===== src/rtl/datapath.sv =====
// Execution datapath for the accumulator CPU: PC, IR, 4-entry register file, ACC, ALU, Z/C flags; optional debug tap via DATAPATH_DBG_EN.
// Latency: every load is visible one cycle after its edge; ALU is combinational ahead of the ACC/flag registers.
// Backpressure: none; the controller applies a control word every cycle and the datapath never stalls.
module datapath #(
    parameter int DW   = 8,
    parameter int PC_W = 8
) (
    input  logic            clk,
    input  logic            CLB,
    input  logic            LoadIR,
    input  logic            IncPC,
    input  logic            SelPC,
    input  logic            LoadPC,
    input  logic            LoadReg,
    input  logic            LoadAcc,
    input  logic [1:0]      SelACC,
    input  logic [3:0]      SelALU,
    input  logic [DW-1:0]   imem_data,
    output logic [PC_W-1:0] imem_addr,
    output logic [3:0]      op,
    output logic            z,
    output logic            c,
`ifdef DATAPATH_DBG_EN
    input  logic [1:0]      dbg_sel,
    output logic [DW-1:0]   dbg_reg,
    output logic [DW-1:0]   acc_out
`else
    output logic [DW-1:0]   acc_out
`endif
);

    localparam logic [3:0] ALU_ADD = 4'b0001;
    localparam logic [3:0] ALU_SUB = 4'b0010;
    localparam logic [3:0] ALU_NOR = 4'b0011;
    localparam logic [3:0] ALU_SHL = 4'b1011;
    localparam logic [3:0] ALU_SHR = 4'b1100;

    localparam logic [1:0] ACC_ALU  = 2'b00;
    localparam logic [1:0] ACC_REG  = 2'b01;
    localparam logic [1:0] ACC_IMM  = 2'b10;

    logic [PC_W-1:0] pc;
    logic [DW-1:0]   ir;
    logic [DW-1:0]   acc;
    logic [DW-1:0]   rf [4];
    logic            z_q;
    logic            c_q;

    logic [1:0]      rs;
    logic [DW-1:0]   rf_b;
    logic [DW-1:0]   imm;
    logic [PC_W-1:0] rel_tgt;
    logic [PC_W-1:0] reg_tgt;
    logic [DW:0]     alu_wide;
    logic [DW-1:0]   alu_res;
    logic            alu_c;

    // Register operand and immediate both come from the low IR nibble.
    assign rs      = ir[1:0];
    assign rf_b    = rf[rs];
    assign imm     = {{(DW-4){1'b0}}, ir[3:0]};
    assign rel_tgt = pc + {{(PC_W-4){ir[3]}}, ir[3:0]};

    // A register jump target narrower or wider than PC is truncated or zero-extended.
    if (PC_W <= DW) begin : g_tgt_trunc
        assign reg_tgt = rf_b[PC_W-1:0];
    end else begin : g_tgt_zext
        assign reg_tgt = {{(PC_W-DW){1'b0}}, rf_b};
    end

    // ALU: A = ACC, B = R[rs]; unlisted function codes pass A through with carry cleared.
    always_comb begin
        alu_wide = '0;
        alu_res  = acc;
        alu_c    = 1'b0;
        case (SelALU)
            ALU_ADD: begin
                alu_wide = {1'b0, acc} + {1'b0, rf_b};
                alu_res  = alu_wide[DW-1:0];
                alu_c    = alu_wide[DW];
            end
            ALU_SUB: begin
                // MSB of the widened difference is the unsigned borrow.
                alu_wide = {1'b0, acc} - {1'b0, rf_b};
                alu_res  = alu_wide[DW-1:0];
                alu_c    = alu_wide[DW];
            end
            ALU_NOR: alu_res = ~(acc | rf_b);
            ALU_SHL: begin
                alu_res = {acc[DW-2:0], 1'b0};
                alu_c   = acc[DW-1];
            end
            ALU_SHR: begin
                alu_res = {1'b0, acc[DW-1:1]};
                alu_c   = acc[0];
            end
            default: ;
        endcase
    end

    // PC and IR: jump beats increment, IR captures the word at the pre-edge PC.
    always_ff @(posedge clk) begin
        if (!CLB) begin
            pc <= '0;
            ir <= '0;
        end else begin
            if (LoadPC)      pc <= SelPC ? rel_tgt : reg_tgt;
            else if (IncPC)  pc <= pc + 1'b1;
            if (LoadIR)      ir <= imem_data;
        end
    end

    // Register file and ACC: a same-edge store and ACC load both see the old ACC.
    always_ff @(posedge clk) begin
        if (!CLB) begin
            for (int i = 0; i < 4; i++) rf[i] <= '0;
            acc <= '0;
        end else begin
            if (LoadReg) rf[rs] <= acc;
            if (LoadAcc) begin
                case (SelACC)
                    ACC_ALU: acc <= alu_res;
                    ACC_REG: acc <= rf_b;
                    ACC_IMM: acc <= imm;
                    default: acc <= acc;
                endcase
            end
        end
    end

    // Flags follow the ALU only when the ALU result is what lands in ACC.
    always_ff @(posedge clk) begin
        if (!CLB) begin
            z_q <= 1'b0;
            c_q <= 1'b0;
        end else if (LoadAcc && SelACC == ACC_ALU) begin
            z_q <= (alu_res == '0);
            c_q <= alu_c;
        end
    end

`ifdef DATAPATH_DBG_EN
    // Debug tap: registered copy of the selected register, refreshed every edge.
    always_ff @(posedge clk) begin
        if (!CLB) dbg_reg <= '0;
        else      dbg_reg <= rf[dbg_sel];
    end
`endif

    assign imem_addr = pc;
    assign op        = ir[7:4];
    assign z         = z_q;
    assign c         = c_q;
    assign acc_out   = acc;

endmodule


===== config.mk =====
export PLATFORM = sky130hd
export DESIGN_NAME = datapath
export DESIGN_NICKNAME = d
export VERILOG_FILES = /design/src/rtl/datapath.sv
export SDC_FILE = /design/constraint.sdc
export NUM_CORES = 1
export LEC_CHECK = 0
export BUFFER_PORTS_ARGS = -buffer_cell sky130_fd_sc_hd__buf_4
export CELL_PAD_IN_SITES_DETAIL_PLACEMENT = 1
export CELL_PAD_IN_SITES_GLOBAL_PLACEMENT = 2
export CORE_UTILIZATION = 41
export DETAILED_ROUTE_END_ITERATION = 10
export PLACE_DENSITY = 0.95
export SLEW_MARGIN = 15
export SYNTH_ARGS = -nofsm -noshare
export SYNTH_HDL_FRONTEND = slang
export SYNTH_SLANG_ARGS = --single-unit

===== constraint.sdc =====
create_clock -name clk -period 5.34 [get_ports clk]
set_input_delay 1.068 -clock clk [delete_from_list [all_inputs] [get_ports clk]]
set_output_delay 1.068 -clock clk [all_outputs]
set_load 0.02 [all_outputs]

# ---- After elaboration in Yosys (flattened, before gate mapping)
# Memories as Yosys holds them, arrays and structs flattened. A register that Yosys moved wholly into a read port is not among the register bits.
# Cells that the tools add are included.
dict set report totals {
  reg_bits 26
  mem_bits_rw 32
  inputBits 22
  output_inout_bits 22
  wordCells 41
  mem_count 1
}
# name depth width rd rd_ports_with_merged_regs wr line_no
set memory_table {}
lappend memory_table {rf 4 8 1 1 4 45} ;# logic [DW-1:0] rf [4];
dict set report classes {
  n_addsub 4
  eq_ne 7
  n_mux 15
  bitwise_logic 2
  n_reduce_logical 7
}
# op count
set op_table {}
lappend op_table {{$pmux 8 s5} 1}
lappend op_table {{$mux 8} 4}
lappend op_table {{$pmux 8 s3} 1}
lappend op_table {{$add 8x8->9} 1}
lappend op_table {{$sub 8x8->9} 1}
lappend op_table {{$add 8x1->8 const B} 1}
lappend op_table {{$add 8x8->8} 1}
lappend op_table {{$eq 4x2->1 const B} 2}
lappend op_table {{$eq 4x4->1 const B} 2}
lappend op_table {{$logic_not 8->1} 1}
lappend op_table {{$not 8->8} 1}
lappend op_table {{$or 8x8->8} 1}
lappend op_table {{$reduce_or 8->1} 1}
lappend op_table {{$mux 2} 3}
lappend op_table {{$mux 1} 5}
lappend op_table {{$eq 4x1->1 const B} 1}
lappend op_table {{$pmux 1 s4} 1}
lappend op_table {{$reduce_bool 3->1} 1}
lappend op_table {{$eq 2x1->1 const B} 1}
lappend op_table {{$eq 2x2->1 const B} 1}
lappend op_table {{$logic_not 2->1} 1}
lappend op_table {{$reduce_and 2->1} 1}
lappend op_table {{$reduce_bool 2->1} 1}
lappend op_table {{$logic_and 1x1->1} 1}

# ---- Logic depth before layout (Yosys ltp)
# Gate-level depths: netlist (run 1).
dict set report logic_depth {
  ltp_word 5
  depth_mapped 12
}

# ---- Worst setup path before layout (run 1)
# No wires, ideal clock.
dict set report synth_path {
  path_type {flip-flop to flip-flop}
  from {register with a tool-made name}
  to {register z_q (netlist: z)}
  setup_ns 0.119
  t_arrival_ns 2.933
  required_time_ns 5.221
  path_slack_ns 2.288
  path_stages_with_launch 13
  n_path_buf 1
  period_less_slack_ns 3.052
  path_cell_list {dfxtp_1 buf_2 mux4_2 ha_1 inv_1 fa_1 or4b_2 a21oi_1 a311oi_1 a21oi_1 nor4_1 nand2_1 o31ai_2}
}
# element line_no
set synth_rtl {}
lappend synth_rtl {{end signal, assigned} 137} ;# z_q <= (alu_res == '0);
lappend synth_rtl {{end, declared} 46} ;# logic z_q;

==> impl_results.md, run 1 <==
* Layout cells sized above 1 at between 10% and 20%
* Synth area leaders: edfxtp_1, dfxtp_1, ha_1, mux4_2, nand2_1
* Power Total at 0.00138 W
* Final #Nets at 559
* Most used DFF post-synth: edfxtp_1
* HP Class: flip-flop to flip-flop
* Worst-path maximum fanout at 8
* Setup TNS at 0 ns
* Most common cell after layout, fill and taps aside: buf_4
* End of the critical path: z$_SDFFE_PN0P_
* Initial antenna violation count at 0
* RSZ-0062 raised after global routing: false
* Vias/cell at 5.96
* Power Dens Cells at 276 nW/µm²
* WL/cell at between 20 and 25 µm
* Max Slew Vio Count at 0
* Post-synth ARST share at 0%
* Peak VDD IR at 0.219 mV
* Worst setup EP type: flip-flop
* Core Util, Final at between 40% and 50%
* Final wirelength at 13200 µm
* Die X at 107 µm
* 1st-pass router iterations at 4
* Post-CTS sizing at 0
* 1st-iter DRT viols at 212
* Reg2reg end: z$_SDFFE_PN0P_
* H-tree depth at 3
* Vias in the first global route at approximately 3.8k
* Synthesized cell area at 4490 µm²
* Max-cap violations at 0
* Flop-to-flop setup slack at around 1.8 ns
* Yosys reg bits at 60
* Remaining antenna violation count at 0
* First-pass GRT wire length at about 21000 µm
* DRC viols at 0
* CTS Buf Count at 9
* Setup bufs post-CTS at 0
* Fin crit share at 67.1%
* CTS tree: built
* IO Pins at 44
* Share of the synthesized area in the top cell type at between 20% and 30%
* Port bufs at 43
* Detail Placement HPWL at 9790 µm
* Area Growth Syn to Fin at 11.5%
* Min cycle time layout at about 3.6 ns
* Worst-Margin Slew at 1.16 ns
* Mean post-synth cell area at between 9 and 10 µm²
* Met1 GRT Util at 32.7%
* GRT Util Overall at 24.2%
* Rows at 37
* Critical path type: flip-flop to flip-flop
* CP Launch Type: flip-flop
* Filler cells at 1218
* Met2 GRT Util at 39.8%
* Finish-stage setup viols at 0
* Net Count, Synth at roughly 540
* Synth unique cells at 76
* Most frequent cells in the layout: buf_4, nand2_1, ha_1
* Busiest grt layer: met2
* Post-Syn Instances at 476
* Worst relative slew slack at 21.9%
* Largest net degree at the start of global routing at 34
* GRT overflow at 0
* Core area at 10500 µm²
* Fmax at roughly 280 MHz
* CTS root buf: clkbuf_8
* Final hold violations at 0
* Via Count at 3810
* Clock Skew at 0.0103 ns
* Routing usage on met3 at 4.68%
* Post-synthesis sequential area ratio at 33.9%
* Die area at 11400 µm²
* Biggest area consumer among synthesized cells: edfxtp_1
* Critical Path RT at 5.61 ns
* Hold buffer count at cts at 0
* Syn. warnings at 0
* Hold slack at around 0.51 ns
* Die H at 107 µm
* Initial Utilization at 42.9%
* Worst EP arrival at 3.85 ns
* Leak Pwr at 2.02 nW
* CTS clk-pin slew, worst paths at 0.07 ns
* ANT cells at 0
* Clock latency on the worst-skew pair at between 0.3 and 0.4 ns
* Clock Sinks at 60
* Number of enable flip-flop cells after synthesis at 32
* Status: complete, no violations
* Max Root-Sink Buffers at 2
* Final Wtd Congestion at ~0.9
* Worst reg2reg path depth at 10
==> report_power, final <==
group / switching, W / leakage, nW / internal (W)
registers: 0.0000399 / 0.564 / 0.000513
clock network: 0.000207 / 0.110 / 0.000265
logic: 0.000213 / 1.35 / 0.000141
total: 0.000459 / 2.02 / 0.000920
==> Yosys cell counts, types with 3 or more instances <==
master	instances
nand2_1	39
ha_1	36
edfxtp_1	32
inv_1	29
dfxtp_1	28
nor2_1	28
a21oi_1	24
o21ai_0	21
nor4_1	20
clkbuf_1	17
nor2b_1	14
o211ai_1	14
nand3_1	12
mux2i_1	10
xnor2_1	10
and2_1	8
buf_4	8
mux4_2	8
nand2b_1	7
xor2_1	6
nor3_1	5
o211a_1	5
a211oi_1	4
a21boi_0	4
a22oi_1	4
a31oi_1	4
buf_2	4
o21bai_1	4
or3_1	4
a21o_1	3
fa_1	3
mux2_2	3
nand4_1	3
o21ai_1	3
o31ai_1	3
==> layer usage <==
metal	routed length [µm]	part of all wire, %
met1	6060	46
met2	6350	48
met3	643	4.9
met4	187	1.4
met5	0	0
==> how the worst min path moves through the flow <==
stage | depth (start not counted) | start | endpoint | slack (ns)
global route | 2 | z$_SDFFE_PN0P_ | z$_SDFFE_PN0P_ | 0.53
finish | 2 | z$_SDFFE_PN0P_ | z$_SDFFE_PN0P_ | 0.51
floorplan | 2 | ir[4]$_SDFFE_PN0P_ | ir[4]$_SDFFE_PN0P_ | 0.48
detailed placement | 2 | z$_SDFFE_PN0P_ | z$_SDFFE_PN0P_ | 0.50
global placement | 2 | z$_SDFFE_PN0P_ | z$_SDFFE_PN0P_ | 0.49
CTS | 2 | z$_SDFFE_PN0P_ | z$_SDFFE_PN0P_ | 0.51
==> critical path, stage by stage, from the launching register on <==
cell and delay [ns]:
dfxtp_1 0.65, mux4_2 0.61, inv_1 0.24, ha_1 0.32, a211oi_1 0.51, nor2_1 0.19
nand3_1 0.12, a21oi_1 0.07, a211o_1 0.25, or3_1 0.36, o31ai_2 0.17
==> through the flow <==
step	instances	worst slack, ns	cell area, µm²
2_1_floorplan	476	2.29	4490
3_3_place_gp	623	1.93	4780
3_5_place_dp	623	1.77	4780
4_1_cts	639	1.76	5000
5_1_grt	639	1.48	5000
6_report	639	1.75	5000
==> sequential cells by signal, indices dropped and copies added, names as in the netlist, named ones only <==
register,count
ir,8
acc_out,8
z,1
rf,32
imem_addr,8
c,1
==> logic make-up (layout without fill, tap and decap cells) <==
kind of cell / count (synthesis) / in the layout / share of synthesized area, %
adder cells (fa/ha/maj): 39 / 39 / 11.4
XOR/XNOR: 16 / 16 / 3.12
multiplexers: 21 / 21 / 7.00
AO/OA/AOI/OAI: 119 / 119 / 18.4
AND/OR/NAND/NOR: 158 / 158 / 19.1
flip-flops: 60 / 60 / 33.9
buffers and inverters: 63 / 90 / 7.08
==> final cells by class <==
cell class                 instances  area, µm²  share of cell area, %
inverter                          30        113                   2.25
sequential                        60       1520                   30.4
clock buffer                       9        124                   2.48
clock inverter                     7       98.8                   1.98
timing repair buffer              44        330                   6.60
multi-input combinational        353       2650                   52.9
tap                              136        170                   3.40
No activity file was read; power rests on OpenSTA's default activity.
==> run 2: changes to the inputs <==
- CORE_UTILIZATION: 41 -> 38
- PLACE_DENSITY: 0.95 -> 0.92
- clock period: 5.34 -> 3.4 ns (I/O delays scaled with it)
==> impl_results.md, run 2 (synthesis results as in run 1) <==
* Status: complete, no violations
* CP Launch Type: flip-flop
* ANT cells at 0 (unchanged)
* Max Root-Sink Buffers at 2 (unchanged)
* Final Wtd Congestion at 0.876 (-2.8%)
* Leak Pwr at 2.15 nW (+6.1%)
* Die X at 111 µm (+3.8%)
* Initial antenna violation count at 0 (unchanged)
* Rows at 39 (+5.4%)
* Worst-path maximum fanout at 4 (-4)
* CTS clk-pin slew, worst paths at 0.06 ns (about the same)
* H-tree depth at 3 (unchanged)
* Vias/cell at 5.84 (-2.1%)
* Critical Path RT at 3.62 ns (-1.99 ns)
* Largest net degree at the start of global routing at 34 (unchanged)
* Register area at 1520 µm² (unchanged)
* Most frequent cells in the layout: buf_4, nand2_1, ha_1
* Min cycle time layout at 3.28 ns (-0.301 ns)
* Final #Nets at 574 (+2.7%)
* CTS tree: built
* Core area at 11500 µm² (+9.6%)
* Clock Skew at 0.0106 ns (+0.000302 ns)
* Multi-input gate area at 2650 µm² (about the same)
* Die H at 111 µm (+3.8%)
* Fmax at 305 MHz (+9.2%)
* Flop-to-flop setup slack at 0.12 ns (-1.64 ns)
* Port bufs at 43 (unchanged)
* Final hold violations at 0 (unchanged)
* Area Growth Syn to Fin at 16.5%
* Fin crit share at 96.6% (+29 points)
* Final wirelength at 14400 µm (+8.5%)
* 1st-iter DRT viols at 215 (+1.4%)
* Clock latency on the worst-skew pair at 0.33 ns (-0.02 ns)
* Most common cell after layout, fill and taps aside: buf_4
* IO Pins at 44 (unchanged)
* Setup TNS at 0 ns (unchanged)
* Critical path type: flip-flop to flip-flop
* Power Dens Cells at 468 nW/µm² (+70%)
* First-pass GRT wire length at 23100 µm (+10%)
* DRC viols at 0 (unchanged)
* CTS Buf Count at 9 (unchanged)
* Clock Sinks at 60 (unchanged)
* Worst setup EP type: flip-flop
* Max-cap violations at 0 (unchanged)
* Layout cells sized above 1 at 19.3% (+2.6 points)
* Detail Placement HPWL at 10700 µm (+9.5%)
* Peak VDD IR at 0.284 mV (+30%)
* Vias in the first global route at 4141 (+7.8%)
* Via Count at 3860 (+1.3%)
* Worst EP arrival at 3.50 ns (-0.35 ns)
* HP Class: flip-flop to flip-flop
* WL/cell at 21.7 µm (+4.9%)
* Max reg flops at 32 (unchanged)
* Largest register by flop count: rf
* Max Slew Vio Count at 0 (unchanged)
* Worst relative slew slack at 42.4% (+20 points)
* Filler cells at 1299 (+6.7%)
* GRT Util Overall at 24.2% (-0.048 points)
* Initial Utilization at 39.1% (-3.8 points)
* Die area at 12200 µm² (+7.7%)
* Worst-Margin Slew at 0.863 ns (-0.296 ns)
* GRT overflow at 0 (unchanged)
* RSZ-0062 raised after global routing: false
* 1st-pass router iterations at 4 (unchanged)
* Finish-stage setup viols at 0 (unchanged)
* Hold buffer count at cts at 0 (unchanged)
* Remaining antenna violation count at 0 (unchanged)
* Power Total at 0.00245 W (+77%)
* CTS root buf: clkbuf_16
[run 2: stage by stage]
step | instance area [µm²] | setup WS, ns | hold slack (ns) | cells | utilization, %
2_1_floorplan | 4490 | 0.348 | 0.484 | 476 | -
3_3_place_gp | 4900 | 0.284 | 0.500 | 645 | 42.7
3_5_place_dp | 4900 | 0.137 | 0.505 | 645 | 42.7
4_1_cts | 5220 | 0.0933 | 0.513 | 661 | 45.5
5_1_grt | 5230 | 0.00449 | 0.549 | 661 | 45.6
6_report | 5230 | 0.116 | 0.511 | 661 | 45.6
[run 2: power by group]
group	switching [W]	internal [W]	leakage [nW]
sequential	0.0000364	0.000807	0.564
clock	0.000378	0.000618	0.158
combinational	0.000369	0.000238	1.42
[run 2: final timing paths]
kind                                        to            from  cells after the start
worst max register to register  z$_SDFFE_PN0P_       flip-flop                     11
worst max-delay path            z$_SDFFE_PN0P_       flip-flop                     11
worst min-delay path            z$_SDFFE_PN0P_  z$_SDFFE_PN0P_                      2
worst min register to register  z$_SDFFE_PN0P_  z$_SDFFE_PN0P_                      2
[run 2: layout make-up]
| type | count | share of cell area [%] |
|---|---|---|
| clock inverter | 6 | 1.34 |
| timing repair buffer | 59 | 8.48 |
| multi-input combinational | 353 | 50.7 |
| sequential | 60 | 29.1 |
| tap | 143 | 3.42 |
| clock buffer | 10 | 4.79 |
| inverter | 30 | 2.16 |
[run 2: layer usage]
metal,GRT usage [%],part of all wire (%)
met3,3.18,3.9
met5,0,0
met4,8.80,1.7
met2,41.9,51
met1,30.5,44
[run 2: critical path: stages (launching register included)]
cell and delay, ns:
dfxtp_1 0.41, mux4_2 0.59, ha_1 0.26, inv_1 0.09, fa_1 0.40, or4b_2 0.62
a21oi_1 0.18, a311oi_1 0.07, a21oi_1 0.26, nor4_1 0.10, nand2_1 0.13, o31ai_2 0.07
[run 2: what timing repair did]
| action | CTS | global route |
|---|---|---|
| buffers inserted | 0 | 0 |
| gates resized for setup | 0 | 3 |
| setup endpoints to repair | 0 | 2 |
==> run 3: changes to the inputs <==
- ABC_AREA: unset -> 1
- CORE_UTILIZATION: 38 -> 34
- PLACE_DENSITY: 0.92 -> 0.85
==> impl_results.md, run 3 <==
* Status: complete, no violations
* Setup bufs post-CTS at 0 (unchanged)
* Final wirelength at 14700 µm (+2.4%)
* Net Count, Synth at 673 (+25%)
* Clock latency on the worst-skew pair at 0.33 ns (about the same)
* Worst-Margin Slew at 0.976 ns (+0.114 ns)
* Largest net degree at the start of global routing at 28 (-18%)
* Critical-path top delay cell: dfxtp_1
* Top delay family on crit path: simple AND/OR/NAND/NOR gates
* Mean post-synth cell area at 7.18 µm² (-24%)
* Filler cells at 1650 (+27%)
* Core Util, Final at 41.0% (-4.5 points)
* Die H at 116 µm (+4.6%)
* Finish-stage setup viols at 0 (unchanged)
* Final Wtd Congestion at 0.865 (-1.2%)
* Buffers & Inverters on Critical Path at 4 (+3)
* Die X at 116 µm (+4.6%)
* Power Total at 0.00241 W (-1.4%)
* Most common cell in the netlist: nand2_1
* Power Dens Cells at 466 nW/µm² (-0.46%)
* Detail Placement HPWL at 11600 µm (+8.4%)
* IO Pins at 44 (unchanged)
* Die area at 13400 µm² (+9.3%)
* First-pass GRT wire length at 23400 µm (+1.3%)
* ANT cells at 0 (unchanged)
* Most common cell after layout, fill and taps aside: nand2_1
* Core area at 12600 µm² (+10%)
* Placed cells at 812 (+26%)
* Post-synth ARST share at 0% (unchanged)
* Most frequent cells in the layout: nand2_1, nor2_1, inv_1
* CTS root buf: clkbuf_16
* DRC viols at 0 (unchanged)
* Largest register by flop count: rf
* Hold buffer count at cts at 0 (unchanged)
* Fin crit share at 88.5% (-8.1 points)
* Synthesized cell area at 4390 µm² (-2.0%)
* Synth unique cells at 38 (-50%)
* Hold slack at 0.482 ns (-0.0299 ns)
* Yosys reg bits at 60 (unchanged)
* Syn. warnings at 0 (unchanged)
* Final Instance Count excl. Fillers at 828 (+25%)
* Worst relative slew slack at 34.7% (-7.7 points)
* GRT Util Overall at 23.3% (-0.90 points)
* Area Growth Syn to Fin at 17.8%
* Worst path cell trace: inv_1, nand3_1, nand2_1, inv_1, ha_1, inv_1, fa_1, inv_1, nand2_1, nand2_1, nor2_1, nor2_1, nand3b_1, nor2_1, nand3_1, nor2_1, nand4_1, a21oi_1
* Most used DFF post-synth: edfxtp_1
* Worst setup EP type: flip-flop
* Worst EP arrival at 3.27 ns (-0.23 ns)
* Post-synthesis sequential area ratio at 34.6% (+0.71 points)
* Vias in the first global route at 4393 (+6.1%)
* Worst-path maximum fanout at 9 (+5)
* Initial Utilization at 34.8% (-4.3 points)
* CTS tree: built
* Final #Nets at 712 (+24%)
* Rows at 41 (+5.1%)
* Via Count at 4263 (+10%)
* WL/cell at 17.8 µm (-18%)
* Number of enable flip-flop cells after synthesis at 32 (unchanged)
* Layout cells sized above 1 at 12.5% (-6.8 points)
* Final hold violations at 0 (unchanged)
* Max Slew Vio Count at 0 (unchanged)
* RSZ-0062 raised after global routing: false
* Fmax at 332 MHz (+9.1%)
* Setup TNS at 0 ns (unchanged)
* Initial antenna violation count at 0 (unchanged)
* Port bufs at 43 (unchanged)
* Biggest area consumer among synthesized cells: edfxtp_1
* Max-cap violations at 0 (unchanged)
* Max reg flops at 32 (unchanged)
* Remaining antenna violation count at 0 (unchanged)
* CTS Buf Count at 9 (unchanged)
* Critical Path RT at 3.66 ns (+0.04 ns)
* Leak Pwr at 2.37 nW (+11%)
* 1st-iter DRT viols at 222 (+3.3%)
* CP Launch Type: flip-flop
* Critical path type: flip-flop to flip-flop
* Max Root-Sink Buffers at 2 (unchanged)
* Min cycle time layout at 3.01 ns (-0.274 ns)
* Synth cell count leaders: nand2_1, nor2_1, inv_1
* Post-Syn Instances at 612 (+29%)
* Peak VDD IR at 0.249 mV (-13%)
* Post-CTS sizing at 0 (unchanged)
* Largest stage delay, worst path at 0.54 ns (-0.08 ns)
* Share of the synthesized area in the top cell type at 21.9% (+0.45 points)
* Clock Sinks at 60 (unchanged)
* GRT overflow at 0 (unchanged)
* HP Class: flip-flop to flip-flop
* Synth area leaders: edfxtp_1, dfxtp_1, nand2_1, ha_1, nand3_1
* H-tree depth at 3 (unchanged)
* Clock Skew at 0.00758 ns (-0.00300 ns)
* 1st-pass router iterations at 4 (unchanged)
* Vias/cell at 5.15 (-12%)
* CTS clk-pin slew, worst paths at 0.05 ns (about the same)
-- run 3: cell types whose count changed in the layout (fill, tap and decap cells not counted), sizes merged, moves of 16 or more --
| cell | previous run | this run |
|---|---|---|
| nand3 | 13 | 62 |
| inv | 30 | 71 |
| nand2 | 39 | 151 |
| nor2 | 30 | 80 |
| o21ai | 24 | 40 |
| nor4 | 20 | 0 |
-- run 3: per-layer routing --
layer  routed length, µm  share of wire (%)  GRT usage [%]
met3                 650                4.4           3.82
met5                   0                  0              0
met1                6770                 46           29.7
met2                6850                 47           39.3
met4                 439                3.0           9.06
-- run 3: cell type report --
class	count	area, µm²	share of cell area, %
tap	172	215	4.16
sequential	60	1520	29.4
timing repair buffer	47	353	6.81
multi-input combinational	457	2480	48.0
clock buffer	13	270	5.22
clock inverter	3	45.0	0.870
inverter	76	288	5.56
-- run 3: worst paths after layout --
check	from	end	slack, ns	cells after the start
max	flip-flop	z$_SDFFE_PN0P_	0.39	18
min	z$_SDFFE_PN0P_	z$_SDFFE_PN0P_	0.48	2
max reg2reg	flip-flop	z$_SDFFE_PN0P_	0.39	18
min reg2reg	z$_SDFFE_PN0P_	z$_SDFFE_PN0P_	0.48	2
-- run 3: worst min-delay path, cell delays in order, from the launching register on --
cell and delay, ns:
dfxtp_1 0.32, nand2_1 0.06, a21oi_1 0.05
-- run 3: report_power, final --
part | switching (W) | leakage, nW | internal, W
Clock | 0.000321 | 0.148 | 0.000627
Combinational | 0.000402 | 1.66 | 0.000200
Sequential | 0.0000518 | 0.565 | 0.000811
Total | 0.000775 | 2.37 | 0.00164
-- run 3: stage by stage --
stage	setup WS, ns	area (µm²)
floorplan	0.908	4390
global route	0.146	5180
global placement	0.518	4860
detailed placement	0.446	4860
CTS	0.440	5180
finish	0.390	5180
-- run 3: cell families (layout without fill, tap and decap cells) --
group           Yosys count  after routing  share of synthesized area (%)
xor+xnor                  5              5                          0.997
simple gates            317            317                           31.5
flops                    60             60                           34.6
fa+ha+maj                39             39                           11.6
buf+inv                  95            139                           8.83
compound gates           96             96                           12.4
